[config.mk]
export PLATFORM = sky130hd
export DESIGN_NAME = regbank_arbiter_flat
export DESIGN_NICKNAME = d
export VERILOG_FILES = /design/src/rtl/regbank_arbiter_if.sv /design/src/rtl/regbank_arbiter.sv /design/src/flat_wrapper.sv
export SDC_FILE = /design/constraint.sdc
export NUM_CORES = 1
export LEC_CHECK = 0
export BUFFER_PORTS_ARGS = -buffer_cell sky130_fd_sc_hd__buf_2
export CAP_MARGIN = 20
export CORE_AREA = 2 2 95 97
export DETAILED_ROUTE_END_ITERATION = 8
export DIE_AREA = 0 0 97 99
export GPL_TIMING_DRIVEN = 0
export PLACE_DENSITY_LB_ADDON = 0.1
export SETUP_SLACK_MARGIN = 0.1
export SYNTH_ARGS = -nofsm -noshare
export SYNTH_HDL_FRONTEND = slang
export SYNTH_SLANG_ARGS = --single-unit
[constraint.sdc]
create_clock -name clk -period 7.3 [get_ports clk]
set_clock_uncertainty 0.05 [all_clocks]
set_input_delay 0.73 -clock clk [delete_from_list [all_inputs] [get_ports clk]]
set_output_delay 0.73 -clock clk [all_outputs]
set_load 0.01 [all_outputs]
[src/rtl/regbank_arbiter_if.sv]
// Bus bundle between the two register-bank requesters, the arbiter and the bank.
// The slave modport is the arbiter's view; master is the requester/bank side.
interface regbank_arbiter_if #(
    parameter int ADDR_W = 4,
    parameter int DATA_W = 32
);
    logic              m0_req;
    logic              m0_we;
    logic [ADDR_W-1:0] m0_addr;
    logic [DATA_W-1:0] m0_wdata;
    logic              m0_ack;
    logic [DATA_W-1:0] m0_rdata;

    logic              m1_req;
    logic              m1_we;
    logic [ADDR_W-1:0] m1_addr;
    logic [DATA_W-1:0] m1_wdata;
    logic              m1_ack;
    logic [DATA_W-1:0] m1_rdata;

    logic              bank_wr;
    logic [ADDR_W-1:0] bank_addr;
    logic [DATA_W-1:0] bank_wdata;
    logic [DATA_W-1:0] bank_rdata;

    logic              busy;

    modport slave (
        input  m0_req, m0_we, m0_addr, m0_wdata,
        output m0_ack, m0_rdata,
        input  m1_req, m1_we, m1_addr, m1_wdata,
        output m1_ack, m1_rdata,
        output bank_wr, bank_addr, bank_wdata,
        input  bank_rdata,
        output busy
    );

    modport master (
        output m0_req, m0_we, m0_addr, m0_wdata,
        input  m0_ack, m0_rdata,
        output m1_req, m1_we, m1_addr, m1_wdata,
        input  m1_ack, m1_rdata,
        input  bank_wr, bank_addr, bank_wdata,
        output bank_rdata,
        input  busy
    );
endinterface

[src/rtl/regbank_arbiter.sv]
// Two-requester arbiter (host m0, SPI engine m1) for the single-port register bank.
// Round-robin by default; define REGBANK_ARB_FIXED_PRIO_EN for fixed m0 priority.
module regbank_arbiter #(
    parameter int ADDR_W = 4,
    parameter int DATA_W = 32
) (
    input  logic              clk,
    input  logic              rst,
    regbank_arbiter_if.slave  bus
);

    typedef enum logic [1:0] {
        ST_IDLE   = 2'd0,
        ST_ACCESS = 2'd1,
        ST_DONE   = 2'd2
    } state_e;

    state_e            state_q,      state_d;
    logic              grant_q,      grant_d;
`ifndef REGBANK_ARB_FIXED_PRIO_EN
    logic              last_grant_q, last_grant_d;
`endif
    logic              bank_wr_q,    bank_wr_d;
    logic [ADDR_W-1:0] bank_addr_q,  bank_addr_d;
    logic [DATA_W-1:0] bank_wdata_q, bank_wdata_d;
    logic              m0_ack_q,     m0_ack_d;
    logic              m1_ack_q,     m1_ack_d;
    logic [DATA_W-1:0] m0_rdata_q,   m0_rdata_d;
    logic [DATA_W-1:0] m1_rdata_q,   m1_rdata_d;
    logic              busy_q,       busy_d;
    logic              pick_m1_s;

    // Arbitration decision among the currently requesting masters.
    always_comb begin
        pick_m1_s = 1'b0;
        if (bus.m0_req && bus.m1_req) begin
`ifdef REGBANK_ARB_FIXED_PRIO_EN
            pick_m1_s = 1'b0;
`else
            pick_m1_s = ~last_grant_q;
`endif
        end else if (bus.m1_req) begin
            pick_m1_s = 1'b1;
        end else begin
            pick_m1_s = 1'b0;
        end
    end

    // Next-state and next-output logic; the bank_* registers double as the latched request.
    always_comb begin
        state_d      = state_q;
        grant_d      = grant_q;
`ifndef REGBANK_ARB_FIXED_PRIO_EN
        last_grant_d = last_grant_q;
`endif
        bank_wr_d    = 1'b0;
        bank_addr_d  = {ADDR_W{1'b0}};
        bank_wdata_d = {DATA_W{1'b0}};
        m0_ack_d     = 1'b0;
        m1_ack_d     = 1'b0;
        m0_rdata_d   = {DATA_W{1'b0}};
        m1_rdata_d   = {DATA_W{1'b0}};

        case (state_q)
            ST_IDLE: begin
                if (bus.m0_req || bus.m1_req) begin
                    grant_d = pick_m1_s;
                    state_d = ST_ACCESS;
                    if (pick_m1_s) begin
                        bank_wr_d    = bus.m1_we;
                        bank_addr_d  = bus.m1_addr;
                        bank_wdata_d = bus.m1_wdata;
                    end else begin
                        bank_wr_d    = bus.m0_we;
                        bank_addr_d  = bus.m0_addr;
                        bank_wdata_d = bus.m0_wdata;
                    end
                end else begin
                    state_d = ST_IDLE;
                end
            end
            ST_ACCESS: begin
                state_d = ST_DONE;
                if (grant_q) begin
                    m1_ack_d   = 1'b1;
                    m1_rdata_d = bus.bank_rdata;
                end else begin
                    m0_ack_d   = 1'b1;
                    m0_rdata_d = bus.bank_rdata;
                end
            end
            ST_DONE: begin
                state_d = ST_IDLE;
`ifndef REGBANK_ARB_FIXED_PRIO_EN
                last_grant_d = grant_q;
`endif
            end
            default: begin
                state_d = ST_IDLE;
            end
        endcase

        busy_d = (state_d != ST_IDLE);
    end

    // State and output registers; async reset also kills an in-flight bank strobe.
    always_ff @(posedge clk or posedge rst) begin
        if (rst) begin
            state_q      <= ST_IDLE;
            grant_q      <= 1'b0;
`ifndef REGBANK_ARB_FIXED_PRIO_EN
            last_grant_q <= 1'b1;
`endif
            bank_wr_q    <= 1'b0;
            bank_addr_q  <= {ADDR_W{1'b0}};
            bank_wdata_q <= {DATA_W{1'b0}};
            m0_ack_q     <= 1'b0;
            m1_ack_q     <= 1'b0;
            m0_rdata_q   <= {DATA_W{1'b0}};
            m1_rdata_q   <= {DATA_W{1'b0}};
            busy_q       <= 1'b0;
        end else begin
            state_q      <= state_d;
            grant_q      <= grant_d;
`ifndef REGBANK_ARB_FIXED_PRIO_EN
            last_grant_q <= last_grant_d;
`endif
            bank_wr_q    <= bank_wr_d;
            bank_addr_q  <= bank_addr_d;
            bank_wdata_q <= bank_wdata_d;
            m0_ack_q     <= m0_ack_d;
            m1_ack_q     <= m1_ack_d;
            m0_rdata_q   <= m0_rdata_d;
            m1_rdata_q   <= m1_rdata_d;
            busy_q       <= busy_d;
        end
    end

    assign bus.bank_wr    = bank_wr_q;
    assign bus.bank_addr  = bank_addr_q;
    assign bus.bank_wdata = bank_wdata_q;
    assign bus.m0_ack     = m0_ack_q;
    assign bus.m1_ack     = m1_ack_q;
    assign bus.m0_rdata   = m0_rdata_q;
    assign bus.m1_rdata   = m1_rdata_q;
    assign bus.busy       = busy_q;

endmodule

[src/flat_wrapper.sv]
// flat-port wrapper written by rule: the top's interface ports become plain ports
module regbank_arbiter_flat 
#(
    parameter int ADDR_W = 4,
    parameter int DATA_W = 32
)
  (clk, rst, bus_m0_req, bus_m0_we, bus_m0_addr, bus_m0_wdata, bus_m0_ack, bus_m0_rdata, bus_m1_req, bus_m1_we, bus_m1_addr, bus_m1_wdata, bus_m1_ack, bus_m1_rdata, bus_bank_wr, bus_bank_addr, bus_bank_wdata, bus_bank_rdata, bus_busy);
  regbank_arbiter_if #(.ADDR_W(ADDR_W), .DATA_W(DATA_W)) bus_i ();
  input  logic clk;
  input  logic rst;
  input wire logic [$bits(bus_i.m0_req)-1:0] bus_m0_req;
  input wire logic [$bits(bus_i.m0_we)-1:0] bus_m0_we;
  input wire logic [$bits(bus_i.m0_addr)-1:0] bus_m0_addr;
  input wire logic [$bits(bus_i.m0_wdata)-1:0] bus_m0_wdata;
  output wire logic [$bits(bus_i.m0_ack)-1:0] bus_m0_ack;
  output wire logic [$bits(bus_i.m0_rdata)-1:0] bus_m0_rdata;
  input wire logic [$bits(bus_i.m1_req)-1:0] bus_m1_req;
  input wire logic [$bits(bus_i.m1_we)-1:0] bus_m1_we;
  input wire logic [$bits(bus_i.m1_addr)-1:0] bus_m1_addr;
  input wire logic [$bits(bus_i.m1_wdata)-1:0] bus_m1_wdata;
  output wire logic [$bits(bus_i.m1_ack)-1:0] bus_m1_ack;
  output wire logic [$bits(bus_i.m1_rdata)-1:0] bus_m1_rdata;
  output wire logic [$bits(bus_i.bank_wr)-1:0] bus_bank_wr;
  output wire logic [$bits(bus_i.bank_addr)-1:0] bus_bank_addr;
  output wire logic [$bits(bus_i.bank_wdata)-1:0] bus_bank_wdata;
  input wire logic [$bits(bus_i.bank_rdata)-1:0] bus_bank_rdata;
  output wire logic [$bits(bus_i.busy)-1:0] bus_busy;
  assign bus_i.m0_req = bus_m0_req;
  assign bus_i.m0_we = bus_m0_we;
  assign bus_i.m0_addr = bus_m0_addr;
  assign bus_i.m0_wdata = bus_m0_wdata;
  assign bus_m0_ack = bus_i.m0_ack;
  assign bus_m0_rdata = bus_i.m0_rdata;
  assign bus_i.m1_req = bus_m1_req;
  assign bus_i.m1_we = bus_m1_we;
  assign bus_i.m1_addr = bus_m1_addr;
  assign bus_i.m1_wdata = bus_m1_wdata;
  assign bus_m1_ack = bus_i.m1_ack;
  assign bus_m1_rdata = bus_i.m1_rdata;
  assign bus_bank_wr = bus_i.bank_wr;
  assign bus_bank_addr = bus_i.bank_addr;
  assign bus_bank_wdata = bus_i.bank_wdata;
  assign bus_i.bank_rdata = bus_bank_rdata;
  assign bus_busy = bus_i.busy;
  regbank_arbiter #(.ADDR_W(ADDR_W), .DATA_W(DATA_W)) u_core (.clk(clk), .rst(rst), .bus(bus_i));
endmodule
==> results.json <==
{
  "die_h_um": 99,
  "synth_top_family_by_area": "simple AND/OR/NAND/NOR gates",
  "critPathCaptureType": "output port",
  "maxSlewHeadroom_pct": 55.8,
  "clk_pin_slew_ns": 0.11,
  "synth_mux_area_share_pct": 0.592,
  "synth_area_leader_cell": "dfrtp_1",
  "timing.final.crit_share_pct": 22.9,
  "grt_use_met2_pct": 31.7,
  "hold_violations": 0,
  "postLayoutCoreUtil_pct": 61.1,
  "fin_tns_setup_ns": 0,
  "slowest_delay_ns": 0.39,
  "synthCells": 318,
  "r2r.worst_path.cells": 5,
  "ys.warnings.count": 0,
  "ant_nets": 0,
  "htreeDepth": 3,
  "clock_latency_ns": 0.36,
  "finalWirelength_um": 9110,
  "core-area_um2": 8550,
  "cts_tree": "yes",
  "drt-initial-drc-count": 72,
  "powerDensity_nw_per_um2": 321,
  "yosys.area_share.simple_pct": 19.1,
  "io_pins": 214,
  "post_drt_via_cell_ratio": 4.56,
  "cts_setup_buffers": 0,
  "drt-wirelength-per-cell_um": 13.9,
  "setup_viol": 0,
  "initial_core_util_pct": 44.5,
  "crit_required_ns": 6.52,
  "clkPwrFrac_pct": 20.9,
  "final_common_cell": "buf_2",
  "synth_seq_area_share_pct": 71.1,
  "slew_viol_final": 0,
  "leakage_nw": 3.16,
  "fp-row-count": 34,
  "critPathLaunchType": "flip-flop",
  "synth_fa_ha_area_share_pct": 0,
  "cp_num_cells": 1,
  "first_pass_iters": 4,
  "cts_resized": 0,
  "synth-xor-area-share_pct": 0,
  "ctsLongestPathBuffers": 2,
  "synth_compound_area_share_pct": 5.56,
  "p_switching_w": 0.000566,
  "internal_power_w": 0.00111,
  "hold_class": "in -> async",
  "syn_area_um2": 3800,
  "vdd_drop_max_uv": 147,
  "status": "completed",
  "path_delay_family": "flip-flops",
  "syn_nets": 428,
  "cap_violations": 0,
  "cp_slowest_cell": "dfrtp_1",
  "cp_max_fo": 1,
  "cts.sinks": 108,
  "crit_arrival_ns": 0.89,
  "pwr-share-seq_pct": 46.7,
  "path_cells": "buf_2",
  "min_period_ns": 1.67,
  "grt_pass1_wl_um": 14800,
  "cp.buffers_inverters": 1,
  "netSwitchingFraction_pct": 33.7,
  "met3_usage_pct": 6.31,
  "die_w_um": 97,
  "ys_ff_latch": 108,
  "post-route-drc-count": 0,
  "track_usage_pct": 19.7,
  "tightest_slew_ns": 0.663,
  "ctsHoldBuffers": 0,
  "diodes": 0,
  "rsz0062_at_grt": "no",
  "nNetsFinal": 653,
  "yosys.cell_types.count": 19,
  "port_buffers": 213,
  "dieArea_um2": 9600,
  "vias": 2994,
  "synth.area.top_cells": "dfrtp_1 70%, nand2_1 7.3%, and2_1 5.4%",
  "globalRouteMet1Util_pct": 24.5,
  "top_usage_layer": "met2",
  "antenna_found_initial": 0,
  "root_buffer": "clkbuf_8",
  "hpwl_um": 6590,
  "overflow": 0,
  "grt_pass1_vias": 3002,
  "gp_congestion": 0.764,
  "critPathKind": "reg -> out",
  "mostFrequentLayoutCells": "215 x buf_2, 107 x dfrtp_1, 74 x nand2_1",
  "postSynthAreaPerCell_um2": 12.0,
  "netlist.area_leader.share_pct": 70.4,
  "grt_max_degree": 57,
  "cts-buffers-inserted": 9,
  "power_frac_comb_pct": 32.5,
  "drive_gt1_share_pct": 46.2,
  "syn_to_final_growth_pct": 37.5,
  "timing.fmax_mhz": 599
}
-- synth_stat cells --
master,number
and2b_4,1
buf_2,2
nor3_1,1
mux2_2,2
a21boi_2,1
o21ai_1,1
nand2_1,74
and3_1,32
dfrtp_1,107
buf_4,13
nor2_1,2
nor2b_1,1
a21bo_2,1
inv_1,2
nor2b_4,1
and2_1,33
dfstp_2,1
a21oi_1,37
clkbuf_1,6
-- flip-flops by register name (all words and copies together), names as in the netlist --
signal / cells
u_core.last_grant_q: 1
u_core.bus.bank_wr: 1
u_core.bus.m1_ack: 1
u_core.bus.m0_ack: 1
u_core.bus.m1_rdata: 32
u_core.bus.bank_addr: 4
u_core.bus.bank_wdata: 32
u_core.bus.m0_rdata: 32
u_core.state_q: 2
u_core.grant_q: 1
u_core.bus.busy: 1
-- per-stage QoR --
stage	worst slack, ns	power (W)	cells	area (um^2)	hold WS, ns
floorplan	3.68	0.00110	318	3800	0.444
global placement	2.52	0.00134	639	5000	0.463
detailed placement	5.48	0.00135	640	5030	0.478
CTS	5.59	0.00170	656	5230	0.421
global route	5.58	0.00179	656	5230	0.449
finish	5.63	0.00168	656	5230	0.416
-- area by class of cell --
class,instances,area [um^2]
fill,746,3320
sequential,108,2700
timing repair buffer,214,1090
multi-input combinational,187,961
clock buffer,11,151
tap,108,135
buffer,21,130
clock inverter,5,42.5
inverter,2,10.0
-- kinds of logic after synthesis --
logic type      count (synthesis)
flops                         108
simple gates                  145
mux                             2
buf+inv                        23
compound gates                 40
-- worst reg2reg max path, cell delays in order (launching register included) --
cell	delay [ns]
dfstp_2	0.56
a21bo_2	0.13
buf_4	0.16
buf_4	0.18
nand2_1	0.07
a21oi_1	0.18
-- path summary, 6_finish.rpt --
check	to	start	slack (ns)
min	u_core.bus.m0_rdata[9]	rst	0.42
max	bus_bank_wdata[29]	u_core.bus.bank_wdata[29]	5.63
max reg2reg	u_core.bus.bank_wdata[26]	u_core.last_grant_q	5.90
max in group asynchronous	u_core.bus.m1_rdata[0]	rst	6.10
min in group clk	u_core.bus.busy	u_core.state_q[1]	0.48
min reg2reg	u_core.bus.busy	u_core.state_q[1]	0.48
-- power by group through the flow --
stage	logic (W)	clock network (W)	registers (W)
global route	0.000606	0.000387	0.000800
finish	0.000545	0.000351	0.000784
global placement	0.000544	0	0.000795
CTS	0.000555	0.000362	0.000785
floorplan	0.000236	0	0.000869
detailed placement	0.000555	0	0.000797
-- routing by layer --
metal | vias up | part of all wire (%)
met2 | 129 | 48
met1 | 1380 | 42
met5 | - | 0
met4 | 0 | 2.7
met3 | 21 | 7.7
li1 | 1464 | -
Note: power is estimated with default switching activity, not from simulation.
